### src/rtl/serial_subtractor.sv
// rtl/serial_subtractor.sv - bit-serial signed subtractor, r = a - b, LSB first
//
// Ports:
//   clk       system clock, rising edge
//   reset_n   asynchronous active-low reset
//   start     request, sampled only in IDLE
//   a, b      signed minuend / subtrahend, latched on the accepted start edge
//   busy      high while bits are being processed (SUB)
//   done      one-cycle pulse, r and overflow valid in this cycle
//   r         a - b modulo 2^WIDTH, held until the next completion
//   overflow  signed overflow of the last completed operation
module serial_subtractor #(
    parameter int WIDTH = 6
) (
    input  logic             clk,
    input  logic             reset_n,
    input  logic             start,
    input  logic [WIDTH-1:0] a,
    input  logic [WIDTH-1:0] b,
    output logic             busy,
    output logic             done,
    output logic [WIDTH-1:0] r,
    output logic             overflow
);

    localparam int CW = (WIDTH > 2) ? $clog2(WIDTH) : 1;

    typedef enum logic [1:0] {
        IDLE = 2'd0,
        SUB  = 2'd1,
        DONE = 2'd2
    } state_t;

    state_t           state;
    logic [WIDTH-1:0] a_sr;
    logic [WIDTH-1:0] b_sr;
    logic [WIDTH-1:0] res_sr;
    logic             borrow;
    logic [CW-1:0]    cnt;
    logic             a_sign;
    logic             b_sign;

    logic             ai;
    logic             bi;
    logic             diff_bit;
    logic             borrow_next;
    logic             last_bit;
    logic [WIDTH-1:0] res_next;

    assign ai          = a_sr[0];
    assign bi          = b_sr[0];
    assign diff_bit    = ai ^ bi ^ borrow;
    assign borrow_next = (~ai & bi) | (~(ai ^ bi) & borrow);
    assign last_bit    = (cnt == CW'(WIDTH - 1));
    // Result fills from the MSB side, so after WIDTH shifts bit 0 is the LSB.
    assign res_next    = {diff_bit, res_sr[WIDTH-1:1]};

    always_ff @(posedge clk or negedge reset_n) begin
        if (!reset_n) begin
            state    <= IDLE;
            a_sr     <= '0;
            b_sr     <= '0;
            res_sr   <= '0;
            borrow   <= 1'b0;
            cnt      <= '0;
            a_sign   <= 1'b0;
            b_sign   <= 1'b0;
            busy     <= 1'b0;
            done     <= 1'b0;
            r        <= '0;
            overflow <= 1'b0;
        end else begin
            case (state)
                IDLE: begin
                    done <= 1'b0;
                    busy <= 1'b0;
                    if (start) begin
                        a_sr   <= a;
                        b_sr   <= b;
                        res_sr <= '0;
                        a_sign <= a[WIDTH-1];
                        b_sign <= b[WIDTH-1];
                        borrow <= 1'b0;
                        cnt    <= '0;
                        busy   <= 1'b1;
                        state  <= SUB;
                    end
                end
                SUB: begin
                    a_sr   <= {1'b0, a_sr[WIDTH-1:1]};
                    b_sr   <= {1'b0, b_sr[WIDTH-1:1]};
                    res_sr <= res_next;
                    borrow <= borrow_next;
                    cnt    <= cnt + CW'(1);
                    if (last_bit) begin
                        // Final borrow is dropped; the MSB just produced is diff_bit.
                        r        <= res_next;
                        overflow <= (a_sign != b_sign) && (diff_bit != a_sign);
                        busy     <= 1'b0;
                        done     <= 1'b1;
                        state    <= DONE;
                    end
                end
                DONE: begin
                    done  <= 1'b0;
                    busy  <= 1'b0;
                    state <= IDLE;
                end
                default: begin
                    done  <= 1'b0;
                    busy  <= 1'b0;
                    state <= IDLE;
                end
            endcase
        end
    end

endmodule

### config.mk
export PLATFORM = sky130hd
export DESIGN_NAME = serial_subtractor
export DESIGN_NICKNAME = d
export VERILOG_FILES = /design/src/rtl/serial_subtractor.sv
export SDC_FILE = /design/constraint.sdc
export NUM_CORES = 1
export LEC_CHECK = 0
export CAP_MARGIN = 20
export CORE_MARGIN = 5
export CORE_UTILIZATION = 56
export DETAILED_ROUTE_END_ITERATION = 7
export PLACE_DENSITY = 0.87
export REMOVE_ABC_BUFFERS = 1
export SYNTH_ARGS = -nofsm -noshare
export SYNTH_HDL_FRONTEND = slang
export SYNTH_SLANG_ARGS = --single-unit
export TNS_END_PERCENT = 10
### constraint.sdc
create_clock -name clk -period 3.2 [get_ports clk]
set_input_delay 0.8 -clock clk [delete_from_list [all_inputs] [get_ports clk]]
set_output_delay 0.8 -clock clk [all_outputs]
set_load 0.1 [all_outputs]
==> run summary, run 1 <==
### Status
• status: finished clean

### Synth
• proportion of synthesized chip area in sequential cells: 54.5%
• cell area after synthesis: 1560 um2
• number of standard cells after synthesis: 136
• total of flip-flops plus latches after synthesis: 34
• synth unique cells: 26
• fraction of synthesized cell area taken by the top area cell type: 54.5%
• Yosys warnings: 0
• top cells by area, synth: sky130_fd_sc_hd__dfrtp_1 (55%), sky130_fd_sc_hd__mux2_2 (5.8%), sky130_fd_sc_hd__o21ai_0 (5.5%)
• syn avg cell area: 11.5 um2
• biggest area consumer among synthesized cells: sky130_fd_sc_hd__dfrtp_1

### Setup path
• Req. time, crit path: 3.42 ns
• sort of element at the start of the critical path: primary input
• arrival time of the worst setup path: 2.35 ns
• category of the most critical setup path: in2reg
• peak per-stage delay on the critical path: 0.46 ns
• worst r2r src: state[1]$_DFFE_PN0P_
• minimum setup slack among reg-to-reg paths: 1.50 ns
• largest fanout on the critical path: 15
• Crit. Startpoint: start
• cells along the critical path: clkdlybuf4s50_1, buf_4, nor2b_4, and2b_4, mux2_2
• kind of end point of the critical path: register
• cell depth of the worst flop-to-flop path: 3
• slowest library cell on the worst path: sky130_fd_sc_hd__clkdlybuf4s50_1
• terminus of the critical flop-to-flop path: a_sign$_DFFE_PN0P_

### STA
• sum of negative setup slack: 0 ns
• final setup vio count: 0
• Final Cycle Share: 66.5%
• hold slack final: 0.490 ns
• highest achievable clock rate: 0.470 GHz
• Final Critical Period: 2.13 ns
• Final Max Slew Viols: 0
• Least-Margin Pin Slew: 0.701 ns
• Worst slew margin: 53.2%
• Worst Skew: 0.00855 ns
• number of endpoints with negative hold slack in the final report: 0
• unrepaired setup endpoints after global routing: false

### Min path
• count of cells along the worst hold path: 2
• origin of the worst min-delay path: r[5]$_DFFE_PN0P_
• endpoint with the worst hold slack: r[5]$_DFFE_PN0P_
• classification of the worst-slack hold path: reg2reg

### Routing
• post-DR wirelength/cell: 15.4 um
• ratio of routed vias to standard cells: 5.72
• DR pass1 iterations: 4
• Detail Route Antenna Nets: 0
• count of unresolved DRC violations after routing: 0
• detailed-route via count: 1093
• WL final: 2940 um
• number of DRC markers in iteration 0: 46

### Global routing
• total gr overflow: 0
• number of antenna violations at the first check in global routing: 0
• all-layer global routing usage: 16.4%
• maximum number of pins on one net before global-route repair: 35
• via count of the first global-routing pass: 1140
• first-pass GRT wire length: 5110 um

### Cells and area
• Final Net Count: 178
• area grow syn2layout: 16.1%
• multi-input gate area in the final layout: 643 um2
• share of cells above drive strength 1: 18.1%
• final-layout fill cell count: 217
• total area of sequential cells: 851 um2
• number of inserted diodes: 0

### Floorplanning
• number of standard-cell rows in the floorplan: 19
• Die Ht: 62.8 um
• top-level port count: 24
• Starting Density: 57.6%
• core area: 2710 um2
• area enclosed by the die boundary: 3940 um2
• x dimension of the die: 62.8 um

### Pwr
• maximum VDD drop: 0.797 mV
• PD cells: 1040 nW/um2
• leakage power figure: 0.820 nW

### Flow run
• Max-Cap Viols: 0

### Place
• number of buffers added on ports: 23
• detailed-placement wirelength estimate: 1980 um
• routability congestion estimate from global placement: 0.757

### Clock tree
• number of buffers created by CTS: 5
• clock latency reported for the late side of the worst-skew pair: 0.33 ns
• TritonCTS clock tree: done
• CTS Root Buffer Type: sky130_fd_sc_hd__clkbuf_4
• Clock Path Buffers: 2
• clock transition at the registers of the reported paths: 0.09 ns
• Resize count post-CTS: 0
• Post-CTS Setup Bufs: 0
• number of buffers added to fix hold violations after cts: 0
• number of sinks driven by the clock tree: 34
• level count of the clock H-tree: 2

-- cell usage after synthesis --
cell type                   count
sky130_fd_sc_hd__nor2b_1       12
sky130_fd_sc_hd__a22o_1         6
sky130_fd_sc_hd__nor3b_1        1
sky130_fd_sc_hd__mux2_2         8
sky130_fd_sc_hd__clkbuf_1       2
sky130_fd_sc_hd__and2b_4        1
sky130_fd_sc_hd__o21bai_2       1
sky130_fd_sc_hd__a2bb2oi_1      1
sky130_fd_sc_hd__buf_4          2
sky130_fd_sc_hd__clkbuf_2       1
sky130_fd_sc_hd__dfrtp_1       34
sky130_fd_sc_hd__buf_6          2
sky130_fd_sc_hd__buf_2          1
sky130_fd_sc_hd__a31oi_1        1
sky130_fd_sc_hd__nand4b_4       1
sky130_fd_sc_hd__a22oi_1       10
sky130_fd_sc_hd__inv_1          3
sky130_fd_sc_hd__nand2b_1       2
sky130_fd_sc_hd__fa_1           1
sky130_fd_sc_hd__nand3_1        1
sky130_fd_sc_hd__a21oi_1       14
sky130_fd_sc_hd__o21ai_0       17
sky130_fd_sc_hd__nor2_1         2
sky130_fd_sc_hd__nand2_1        8
sky130_fd_sc_hd__nor2b_4        2
sky130_fd_sc_hd__ha_1           2
-- how the worst max path moves through the flow --
stage / endpoint / slack [ns] / cells past startpoint
2_1_floorplan: busy / 1.50 / 0
3_3_place_gp: a_sign$_DFFE_PN0P_ / 0.80 / 5
3_5_place_dp: a_sign$_DFFE_PN0P_ / 0.73 / 5
4_1_cts: a_sign$_DFFE_PN0P_ / 1.10 / 5
5_1_grt: a_sign$_DFFE_PN0P_ / 1.06 / 5
6_report: a_sign$_DFFE_PN0P_ / 1.07 / 5
-- cells by family after synthesis --
family                   synth area share [%]
AND/OR/NAND/NOR                          12.8
multiplexers                             5.77
adder cells (fa/ha/maj)                  2.89
flip-flops                               54.5
buffers and inverters                    4.25
AO/OA/AOI/OAI                            19.8
-- cell usage in the layout, fill, tap and decap left out --
cell type / Yosys / routed
sky130_fd_sc_hd__a2bb2oi_1: 1 / 1
sky130_fd_sc_hd__o21ai_0: 17 / 17
sky130_fd_sc_hd__and2b_4: 1 / 1
sky130_fd_sc_hd__nand4b_4: 1 / 1
sky130_fd_sc_hd__clkbuf_1: 2 / 2
sky130_fd_sc_hd__clkdlybuf4s50_1: 0 / 14
sky130_fd_sc_hd__nand2b_1: 2 / 2
sky130_fd_sc_hd__mux2_2: 8 / 8
sky130_fd_sc_hd__nor2_1: 2 / 2
sky130_fd_sc_hd__nor2b_4: 2 / 2
sky130_fd_sc_hd__fa_1: 1 / 1
sky130_fd_sc_hd__nor2b_1: 12 / 12
sky130_fd_sc_hd__nor3b_1: 1 / 1
sky130_fd_sc_hd__a22o_1: 6 / 6
sky130_fd_sc_hd__a21oi_1: 14 / 14
sky130_fd_sc_hd__a31oi_1: 1 / 1
sky130_fd_sc_hd__o21bai_2: 1 / 1
sky130_fd_sc_hd__ha_1: 2 / 2
sky130_fd_sc_hd__dfrtp_1: 34 / 34
sky130_fd_sc_hd__inv_1: 3 / 3
sky130_fd_sc_hd__nand3_1: 1 / 1
sky130_fd_sc_hd__clkbuf_4: 0 / 5
sky130_fd_sc_hd__buf_4: 2 / 11
sky130_fd_sc_hd__a22oi_1: 10 / 10
sky130_fd_sc_hd__nand2_1: 8 / 8
-- metrics by stage --
| stage | area, um2 | instances | utilization [%] | setup slack (ns) | power [mW] |
|---|---|---|---|---|---|
| global route | 1810 | 191 | 66.9 | 1.06 | 2.01 |
| finish | 1810 | 191 | 66.9 | 1.07 | 1.88 |
| global placement | 1770 | 184 | 65.2 | 0.796 | 1.64 |
| floorplan | 1510 | 128 | - | 1.50 | 1.45 |
| CTS | 1810 | 191 | 66.9 | 1.10 | 1.90 |
| detailed placement | 1770 | 184 | 65.2 | 0.731 | 1.68 |
-- flip-flops by register name (all words and copies together) (netlist names), 2 cells and up --
signal / flops
a_sr: 6
cnt: 3
state: 2
r: 6
res_sr: 5
b_sr: 6
-- worst max-delay path: cells and delay by family --
family / cells / cell delay, ns
buffers and inverters: 2 / 0.66
multiplexers: 1 / 0.33
AND/OR/NAND/NOR: 2 / 0.55
-- final cells by class --
cell class              count  area share [%]
multi-input cells          91            35.5
repair buffers             25            12.3
clock buffers               7            2.49
well taps                  31            2.14
flip-flops and latches     34            47.0
inverters                   3           0.622
-- layer usage --
metal | GRT usage [%] | up-vias | wire, um
li1 | - | 529 | -
met5 | 0 | - | 0
met3 | 6.12 | 7 | 143
met1 | 19.3 | 541 | 1320
met2 | 27.1 | 16 | 1430
met4 | 6.37 | 0 | 50
-- power breakdown --
part | switching [mW] | internal, mW
clock network | 0.133 | 0.0828
logic | 0.584 | 0.313
registers | 0.168 | 0.603
(Power assumes the default switching activity.)
==> run 2, diff against run 1 <==
--- a/config.mk
+++ b/config.mk
@@ -7,9 +7,9 @@
 export LEC_CHECK = 0
 export CAP_MARGIN = 20
 export CORE_MARGIN = 5
-export CORE_UTILIZATION = 56
+export CORE_UTILIZATION = 52
 export DETAILED_ROUTE_END_ITERATION = 7
-export PLACE_DENSITY = 0.87
+export PLACE_DENSITY = 0.82
 export REMOVE_ABC_BUFFERS = 1
 export SYNTH_ARGS = -nofsm -noshare
 export SYNTH_HDL_FRONTEND = slang
==> constraint.sdc (replaced) <==
create_clock -name clk -period 2.1 [get_ports clk]
set_input_delay 0.525 -clock clk [delete_from_list [all_inputs] [get_ports clk]]
set_output_delay 0.525 -clock clk [all_outputs]
set_load 0.1 [all_outputs]
==> run summary, run 2 (synthesis gave the netlist of run 1 again) <==
### Clock tree
• TritonCTS clock tree: done
• clock transition at the registers of the reported paths: 0.11 ns, +0.02 ns
• level count of the clock H-tree: 2, unchanged
• Post-CTS Setup Bufs: 0, unchanged
• Clock Path Buffers: 2, unchanged
• Resize count post-CTS: 0, unchanged
• number of buffers added to fix hold violations after cts: 0, unchanged
• CTS Root Buffer Type: sky130_fd_sc_hd__clkbuf_4
• clock latency reported for the late side of the worst-skew pair: 0.34 ns, about the same
• number of buffers created by CTS: 5, unchanged
• number of sinks driven by the clock tree: 34, unchanged

### Pwr
• PD cells: 1650 nW/um2, +58%
• leakage power figure: 0.845 nW, +3.0%
• sum of internal, switching and leakage power: 3.06 mW, +62%
• maximum VDD drop: 0.925 mV, +16%

### Global routing
• number of antenna violations at the first check in global routing: 0, unchanged
• maximum number of pins on one net before global-route repair: 35, unchanged
• via count of the first global-routing pass: 1199, +5.2%
• all-layer global routing usage: 18.3%, +1.9 points
• first-pass GRT wire length: 5870 um, +15%
• total gr overflow: 0, unchanged

### STA
• Final Cycle Share: 79.2%
• unrepaired setup endpoints after global routing: false
• highest achievable clock rate: 0.601 GHz
• Final Critical Period: 1.66 ns
• sum of negative setup slack: 0 ns, unchanged
• final setup vio count: 0, unchanged
• Worst Skew: 0.00603 ns, -0.00253 ns
• Worst slew margin: 54.9%, +1.7 points
• Least-Margin Pin Slew: 0.676 ns, -0.0250 ns
• worst path setup slack after routing: 0.436 ns, -0.635 ns
• Final Max Slew Viols: 0, unchanged
• number of endpoints with negative hold slack in the final report: 0, unchanged

### Cells and area
• Final Net Count: 180, +1.1%
• area of all placed cells without fillers: 1860 um2, +2.5%
• most common cell after layout, fill and taps aside: sky130_fd_sc_hd__dfrtp_1
• top library cells by usage in the layout, fill and taps aside: sky130_fd_sc_hd__dfrtp_1 (34), sky130_fd_sc_hd__o21ai_0 (17), sky130_fd_sc_hd__a21oi_1 (14), sky130_fd_sc_hd__clkdlybuf4s50_1 (14), sky130_fd_sc_hd__buf_4 (13)
• number of inserted diodes: 0, unchanged
• area grow syn2layout: 19.0%
• largest registers: a_sr x6, b_sr x6, r x6
• share of cells above drive strength 1: 19.6%, +1.5 points

### Floorplanning
• Die Ht: 64.8 um, +3.2%
• Starting Density: 55.6%, -2.0 points
• core area: 2810 um2, +3.5%
• number of standard-cell rows in the floorplan: 19, unchanged
• x dimension of the die: 64.8 um, +3.2%
• top-level port count: 24, unchanged
• area enclosed by the die boundary: 4200 um2, +6.4%

### Routing
• detailed-route via count: 1131, +3.5%
• WL final: 3310 um, +12%
• number of DRC markers in iteration 0: 141, +210%
• count of unresolved DRC violations after routing: 0, unchanged
• ratio of routed vias to standard cells: 5.83, +1.9%
• post-DR wirelength/cell: 17.0 um, +11%
• DR pass1 iterations: 4, unchanged
• Detail Route Antenna Nets: 0, unchanged

### Setup path
• category of the most critical setup path: reg2reg
• largest fanout on the critical path: 21, +6
• arrival time of the worst setup path: 1.92 ns, -0.43 ns
• Crit. Startpoint: state[0]$_DFFE_PN0P_
• Req. time, crit path: 2.35 ns, -1.07 ns
• kind of end point of the critical path: register
• sort of element at the start of the critical path: register
• worst r2r src: state[0]$_DFFE_PN0P_
• minimum setup slack among reg-to-reg paths: 0.44 ns, -1.06 ns

### Place
• routability congestion estimate from global placement: 0.743, -1.8%
• detailed-placement wirelength estimate: 2170 um, +9.5%
• number of buffers added on ports: 23, unchanged
• post-placement cell area: 1780 um2, +0.85%
• worst slack after detailed placement: 0.293 ns, -0.438 ns

### Status
• status: finished clean

### Flow run
• Max-Cap Viols: 0, unchanged

### Min path
• origin of the worst min-delay path: r[5]$_DFFE_PN0P_
• classification of the worst-slack hold path: reg2reg

## run 2: final timing paths
check | endpoint | cells past startpoint
min in group asynchronous | res_sr[5]$_DFFE_PN0P_ | 2
max in group asynchronous | b_sign$_DFFE_PN0P_ | 2
max reg2reg | b_sr[3]$_DFFE_PN0P_ | 3
min | r[5]$_DFFE_PN0P_ | 2
max | b_sr[3]$_DFFE_PN0P_ | 3
min reg2reg | r[5]$_DFFE_PN0P_ | 2
## run 2: layout make-up
| type | instances | area, um2 |
|---|---|---|
| Timing Repair Buffer | 27 | 238 |
| Sequential cell | 34 | 851 |
| Clock inverter | 1 | 30.0 |
| Multi-Input combinational cell | 91 | 643 |
| Inverter | 3 | 11.3 |
| Clock buffer | 7 | 45.0 |
| Tap cell | 31 | 38.8 |
| Fill cell | 219 | 948 |
## run 2: critical path, cell delays in order (launching register included)
cell and delay, ns:
sky130_fd_sc_hd__dfrtp_1 0.79, sky130_fd_sc_hd__nor2b_4 0.51, sky130_fd_sc_hd__a22oi_1 0.16, sky130_fd_sc_hd__o21ai_0 0.12
## run 2: through the flow
stage                     std cells  hold slack [ns]  utilization [%]
after global placement          186            0.462             63.5
after global routing            194            0.539             66.2
after CTS                       194            0.497             66.2
after floorplan                 128            0.229                -
final                           194            0.493             66.2
after detailed placement        186            0.473             63.5
## run 2: power by group
| group | internal, mW | switching (mW) | total, mW |
|---|---|---|---|
| registers | 0.919 | 0.250 | 1.17 |
| logic | 0.490 | 0.925 | 1.42 |
| clock network | 0.252 | 0.222 | 0.474 |
## run 2: layer usage
metal  routed length [um]  vias to the layer above  track usage [%]  share of wire, %
met5                    0                        -                0                 0
met3                  174                        7             4.66               5.3
li1                     -                      535                -                 -
met1                 1450                      553             24.3                44
met4                   72                        0             7.92               2.2
met2                 1610                       36             28.4                49
